[config.mk]
export PLATFORM = sky130hd
export DESIGN_NAME = boot_rom_loader
export DESIGN_NICKNAME = d
export VERILOG_FILES = /design/src/rtl/boot_rom_loader.sv
export SDC_FILE = /design/constraint.sdc
export NUM_CORES = 1
export LEC_CHECK = 0
export CAP_MARGIN = 20
export CORE_MARGIN = 4
export CORE_UTILIZATION = 35
export CTS_BUF_LIST = sky130_fd_sc_hd__clkbuf_2 sky130_fd_sc_hd__clkbuf_4 sky130_fd_sc_hd__clkbuf_8
export DETAILED_ROUTE_END_ITERATION = 7
export GPL_TIMING_DRIVEN = 1
export RECOVER_POWER = 50
export SYNTH_ARGS = -nofsm -noshare
export SYNTH_HDL_FRONTEND = slang
export SYNTH_SLANG_ARGS = --single-unit
export TNS_END_PERCENT = 100
[constraint.sdc]
create_clock -name clk -period 4.7 [get_ports clk]
set_input_delay 0.94 -clock clk [delete_from_list [all_inputs] [get_ports clk]]
set_output_delay 0.94 -clock clk [all_outputs]
set_load 0.05 [all_outputs]
[src/rtl/boot_rom_loader.sv]
// Boot ROM loader: copies NUM_WORDS 32-bit words from a synchronous ROM into RAM
// starting at byte address RAM_BASE, accumulates a checksum, then enables core fetch.
module boot_rom_loader #(
  parameter int unsigned ADDR_WIDTH = 10,
  parameter int unsigned NUM_WORDS  = 1024,
  parameter logic [31:0] RAM_BASE   = 32'h0000_0000
) (
  input  logic                  clk,
  input  logic                  rst,
  input  logic                  start_i,
  output logic                  rom_en_o,
  output logic [ADDR_WIDTH-1:0] rom_addr_o,
  input  logic [31:0]           rom_rdata_i,
  output logic                  ram_req_o,
  output logic                  ram_we_o,
  output logic [3:0]            ram_be_o,
  output logic [31:0]           ram_addr_o,
  output logic [31:0]           ram_wdata_o,
  input  logic                  ram_gnt_i,
  output logic                  busy_o,
  output logic                  done_o,
  output logic                  fetch_en_o,
  output logic [31:0]           checksum_o
);

  // One extra index bit so NUM_WORDS = 2^ADDR_WIDTH never wraps the counter.
  localparam int unsigned         IDX_W    = ADDR_WIDTH + 1;
  localparam logic [IDX_W-1:0]    LAST_IDX = IDX_W'(NUM_WORDS - 1);

  typedef enum logic [2:0] {
    IDLE    = 3'd0,
    READ    = 3'd1,
    CAPTURE = 3'd2,
    WRITE   = 3'd3,
    DONE    = 3'd4
  } state_e;

  state_e                state_q, state_d;
  logic [IDX_W-1:0]      idx_q, idx_d;
  logic [31:0]           buf_q, buf_d;
  logic [31:0]           sum_q, sum_d;
  logic                  done_q, done_d;

  // Output flops are loaded from the next state so every port is a register output.
  logic                  rom_en_q, rom_en_d;
  logic [ADDR_WIDTH-1:0] rom_addr_q, rom_addr_d;
  logic                  ram_req_q, ram_req_d;
  logic [31:0]           ram_addr_q, ram_addr_d;
  logic [31:0]           ram_wdata_q, ram_wdata_d;
  logic                  busy_q, busy_d;

  // State, datapath and output registers with asynchronous reset.
  always_ff @(posedge clk or posedge rst) begin
    if (rst) begin
      state_q     <= IDLE;
      idx_q       <= '0;
      buf_q       <= '0;
      sum_q       <= '0;
      done_q      <= 1'b0;
      rom_en_q    <= 1'b0;
      rom_addr_q  <= '0;
      ram_req_q   <= 1'b0;
      ram_addr_q  <= '0;
      ram_wdata_q <= '0;
      busy_q      <= 1'b0;
    end else begin
      state_q     <= state_d;
      idx_q       <= idx_d;
      buf_q       <= buf_d;
      sum_q       <= sum_d;
      done_q      <= done_d;
      rom_en_q    <= rom_en_d;
      rom_addr_q  <= rom_addr_d;
      ram_req_q   <= ram_req_d;
      ram_addr_q  <= ram_addr_d;
      ram_wdata_q <= ram_wdata_d;
      busy_q      <= busy_d;
    end
  end

  // Next-state, datapath update and next-output decode.
  always_comb begin
    state_d     = state_q;
    idx_d       = idx_q;
    buf_d       = buf_q;
    sum_d       = sum_q;
    done_d      = done_q;
    rom_en_d    = 1'b0;
    rom_addr_d  = '0;
    ram_req_d   = 1'b0;
    ram_addr_d  = '0;
    ram_wdata_d = '0;
    busy_d      = 1'b0;

    unique case (state_q)
      IDLE, DONE: begin
        if (start_i) begin
          state_d = READ;
          idx_d   = '0;
          sum_d   = '0;
          done_d  = 1'b0;
        end
      end
      READ: begin
        state_d = CAPTURE;
      end
      CAPTURE: begin
        buf_d   = rom_rdata_i;
        sum_d   = sum_q + rom_rdata_i;
        state_d = WRITE;
      end
      WRITE: begin
        if (ram_gnt_i) begin
          if (idx_q == LAST_IDX) begin
            state_d = DONE;
            done_d  = 1'b1;
          end else begin
            idx_d   = idx_q + IDX_W'(1);
            state_d = READ;
          end
        end
      end
      default: begin
        state_d = IDLE;
      end
    endcase

    rom_en_d = (state_d == READ);
    if (state_d == READ) begin
      rom_addr_d = idx_d[ADDR_WIDTH-1:0];
    end
    ram_req_d = (state_d == WRITE);
    if (state_d == WRITE) begin
      ram_addr_d  = RAM_BASE + (32'(idx_d) << 2);
      ram_wdata_d = buf_d;
    end
    busy_d = (state_d == READ) || (state_d == CAPTURE) || (state_d == WRITE);
  end

  assign rom_en_o    = rom_en_q;
  assign rom_addr_o  = rom_addr_q;
  assign ram_req_o   = ram_req_q;
  assign ram_we_o    = ram_req_q;
  assign ram_be_o    = {4{ram_req_q}};
  assign ram_addr_o  = ram_addr_q;
  assign ram_wdata_o = ram_wdata_q;
  assign busy_o      = busy_q;
  assign done_o      = done_q;
  assign fetch_en_o  = done_q;
  assign checksum_o  = sum_q;

endmodule

# After elaboration in Yosys (flattened, before gate mapping)
# Cells that the tools add are included.
dict set report word_totals {
  reg_bits 156
  in_bits 36
  out_inout_bits 116
  elab_cells 50
}
dict set report op_classes {
  n_addsub 2
  n_eq_ne 11
  n_mux 18
  n_reduce_logical 8
}
# operator count
set ops {}
lappend ops {{$mux W32} 3}
lappend ops {{$pmux W32 S2} 1}
lappend ops {{$mux W11} 3}
lappend ops {{$add A32 B32 Y32} 1}
lappend ops {{$pmux W11 S2} 1}
lappend ops {{$mux W13} 1}
lappend ops {{$eq A3 B2 Y1 const B} 4}
lappend ops {{$pmux W3 S4} 1}
lappend ops {{$add A11 B1 Y11 const B} 1}
lappend ops {{$eq A11 B10 Y1 const B} 1}
lappend ops {{$mux W10} 1}
lappend ops {{$mux W3} 3}
lappend ops {{$eq A3 B1 Y1 const B} 2}
lappend ops {{$ne A2 B2 Y1 const B} 3}
lappend ops {{$reduce_and A4 Y1} 1}
lappend ops {{$reduce_bool A2 Y1} 2}
lappend ops {{$eq A3 B3 Y1 const B} 1}
lappend ops {{$logic_not A3 Y1} 1}
lappend ops {{$mux W1} 3}
lappend ops {{$logic_or A1 B1 Y1} 2}
lappend ops {{$pmux W1 S2} 1}
lappend ops {{$reduce_and A2 Y1} 1}
lappend ops {{$reduce_or A2 Y1} 1}

# Depth between registers and ports, before layout
dict set report depth {
  ltp_word 7
  ltp_mapped 12
  depth_no_buf 12
}

# Least setup slack after synthesis
# OpenSTA, ideal clock, no wires.
dict set report synth_timing {
  path_kind {input port to flip-flop}
  startpoint {input rom_rdata_i[0]}
  endpoint {register sum_q[22], in the netlist checksum_o[22]}
  setup_ns 0.122
  arrival_ns 3.116
  required_ns 4.578
  path_slack_ns 1.462
  stages 12
  path_buffers 0
  cell_sequence {ha_1 > inv_1 > fa_1 > nor2b_1 > o21a_1 > a21bo_2 > a211o_1 > a31oi_4 > o31a_2 > o21bai_1 > a211o_1 > a32o_1}
}
dict set report synth_via {
  elab_chain_len 2
}
# item line_no
set synth_lines {}
lappend synth_lines {{from (decl)} 13} ;# input logic [31:0] rom_rdata_i,
lappend synth_lines {{$add A32 B32 Y32} 109} ;# sum_d = sum_q + rom_rdata_i;
lappend synth_lines {{$pmux W32 S2} 95} ;# unique case (state_q)
lappend synth_lines {{to (signal assigned)} 70} ;# sum_q <= sum_d;
lappend synth_lines {{to (decl)} 41} ;# logic [31:0] sum_q, sum_d;
# Every way passes these cells.
# A chain may end at the register's enable or synchronous reset.

# Worst setup path after layout
dict set report layout_timing {
  startpoint {input rom_rdata_i[0]}
  endpoint {register sum_q[28], in the netlist checksum_o[28]}
}
# Same word-level chain as after synthesis.

==> results.md <==
- Register bit total from synthesis: 135
- Fin crit share: 0.757
- Routed wire length: 16,000 µm
- Largest net degree at the start of global routing: 85
- YS warnings: 0
- Fin cells: 1,052
- Clock Root Buffer: clkbuf_8
- Core footprint: 18,300 µm²
- DR DRC count: 0
- GRT met2 Usage: 0.255
- Setup Skew: 9.36 ps
- Startpoint types: input pin
- Initial drt markers: 226
- Setup Viol. Count Final: 0
- Hold Crit Class: flip-flop to flip-flop
- Req. time, crit path: 5020 ps
- Clock transition at the registers of the reported paths: 80 ps
- H-tree levels: 4
- Dpl cells: 1,020
- Area leader, netlist: dfrtp_1
- Layer with the highest usage: met2
- Commonest cells post-synth: nand2_1, dfrtp_1, a21oi_1
- Fmax: 0.281 GHz
- Min Tclk post-route: 3560 ps
- Worst-Margin Slew: 1930 ps
- Num CTS Buffers: 17
- Avg WL per Cell: 15.2 µm
- Grt ovf: 0
- Failing checks: max-capacitance violations, max-slew violations
- Max Slew Vio Count: 122
- Mean post-synth cell area: 9.65 µm²
- Die Area: 21,100 µm²
- Worst-skew pair later-pin latency: 440 ps
- Syn Std Cell Area: 6610 µm²
- CP max FO: 6
- Detail Placement HPWL: 11,300 µm
- Max-Cap Viols: 2
- Static leakage: 3.98 nW
- Antenna cells: 0
- Setup TNS: 0 ps
- Outcome: finished with violations
- GRT Total Usage: 0.157
- DR vias/cell: 4.85
- Synth Instances: 685
- Post-CTS Hold Buffers: 0
- VDD IR max: 0.000386 V
- TritonCTS clock tree: built
- Buffer levels on the longest clock path: 2
- P per Cell Area: 807 nW/µm²
- First-pass GRT wire length: 26,900 µm
- CP arrival: 3880 ps
- DR vias: 5,104
- Initial Util: 0.362
- Area grow syn2layout: 26.9%
- Asr flop ratio synth: 1.00
- Die Y: 145 µm
- Die Width: 145 µm
- Post-cts sizing count: 0
- Dominant cells by area after synthesis: dfrtp_1, nand2_1, ha_1
- Post-CTS setup buffer count: 0
- Ports: 152
- Row count: 49
- Synth top area share: 0.511
- # port buffers: 130
- Gpl congestion: 0.800
- Nets: 879
- RSZ-0062 raised after global routing: no
- Worst setup EP type: flip-flop
- Count leader, synth: nand2_1
- # clock sinks: 135
- Met1 Resource Use GR: 0.203
- Cell variety after synth: 56
- Detailed Routing Iterations Pass 1: 4
- Post-route ant nets: 0
- Number of global-route vias before repair: 5,206
- Layout cells sized above 1: 0.0680
- Type of the worst setup path: input pin to flip-flop
- Max-Slew Margin vs Limit: -0.285
- Post-synth EDFFs: 0
- Met3 usage: 0.0439
- Final hold violations: 0
- Post-synth top flop: dfrtp_1
- Seq/Total Area, Yosys: 0.511
- Antenna violations before repair: 0
critical path, cell delays in order:
cell and delay, ps:
clkdlybuf4s50_1 440, ha_1 250, inv_1 70, fa_1 200
nor2b_1 60, o21a_1 180, a21bo_2 230, a211o_1 320
a31oi_4 300, o21ai_0 220, a221oi_1 360, mux2i_1 220
nand3_1 90
registers in the layout (all words and copies together) (netlist names):
| signal | flops |
|---|---|
| checksum_o | 32 |
| buf_q | 32 |
| idx_q | 11 |
| busy_o | 1 |
| done_o | 1 |
| state_q | 3 |
| rom_en_o | 1 |
| rom_addr_o | 10 |
| ram_wdata_o | 32 |
| ram_addr_o | 11 |
| ram_req_o | 1 |
through the flow:
step | power [mW] | utilization | setup WS [ps] | area (µm²) | hold slack (ps)
after floorplan | 4.76 | - | 149 | 6680 | 439
after global placement | 5.92 | 0.441 | 739 | 8060 | 452
after detailed placement | 5.95 | 0.441 | 666 | 8060 | 456
after CTS | 6.88 | 0.461 | 1150 | 8420 | 476
after global routing | 7.28 | 0.459 | 602 | 8390 | 489
final | 6.77 | 0.459 | 1140 | 8390 | 470
metal layers:
metal / vias up / wire (µm)
met4: 0 / 221
met5: - / 0
met1: 2437 / 7570
met3: 16 / 706
li1: 2542 / -
met2: 109 / 7490
power by group:
| group | internal [mW] | leakage (nW) | switching [mW] |
|---|---|---|---|
| Clock | 0.398 | 0.171 | 0.492 |
| Combinational | 1.37 | 2.07 | 2.65 |
| Sequential | 1.64 | 1.74 | 0.228 |
cells by family (layout without fill, tap and decap cells):
| logic type | Yosys count | after routing | share of synthesized area |
|---|---|---|---|
| and+or+nand+nor | 245 | 245 | 0.160 |
| AOI/OAI and AO/OA | 169 | 169 | 0.167 |
| DFF | 135 | 135 | 0.511 |
| buffers and inverters | 71 | 189 | 0.0557 |
| adders and majority gates | 33 | 33 | 0.0636 |
| xor gates and xnor gates | 27 | 27 | 0.0358 |
| muxes | 4 | 4 | 0.00644 |
| other | 1 | 21 | 0.000568 |
final timing paths:
check / from / to / slack [ps] / cells past startpoint
setup / recovery: rom_rdata_i[0] / checksum_o[28] / 1140 / 13
hold / removal: buf_q[20] / buf_q[20] / 470 / 2
setup reg to reg: checksum_o[0] / checksum_o[28] / 1710 / 12
hold reg to reg: buf_q[20] / buf_q[20] / 470 / 2
max in group asynchronous: rst / checksum_o[19] / 1230 / 3
min in group asynchronous: rst / checksum_o[0] / 1460 / 2
cells in the final DEF (no fill, tap or decap), types with 6 or more instances in the layout:
master | synthesis | layout
clkdlybuf4s50_1 | 0 | 128
o21bai_1 | 6 | 6
nand2_1 | 152 | 152
o21a_1 | 7 | 7
nor2_1 | 31 | 30
and2_1 | 10 | 7
a21o_1 | 20 | 20
o21ai_0 | 42 | 42
dfrtp_1 | 135 | 135
o211ai_1 | 6 | 6
nand3_1 | 12 | 12
nor3_1 | 10 | 10
clkinvlp_4 | 0 | 6
xor2_1 | 13 | 13
inv_1 | 21 | 20
and3_1 | 7 | 7
ha_1 | 32 | 32
a21oi_1 | 54 | 54
clkbuf_8 | 0 | 18
xnor2_1 | 14 | 14
conb_1 | 1 | 21
final cells by class:
cell class / count / area, µm²
Sequential cell: 135 / 3380
Clock buffer: 20 / 263
Tap cell: 229 / 287
Timing Repair Buffer: 136 / 1340
Clock inverter: 12 / 97.6
Multi-Input combinational cell: 499 / 2940
Inverter: 21 / 82.6
Fill cell: 1804 / 9880
Note: power is estimated with default switching activity, not from simulation.
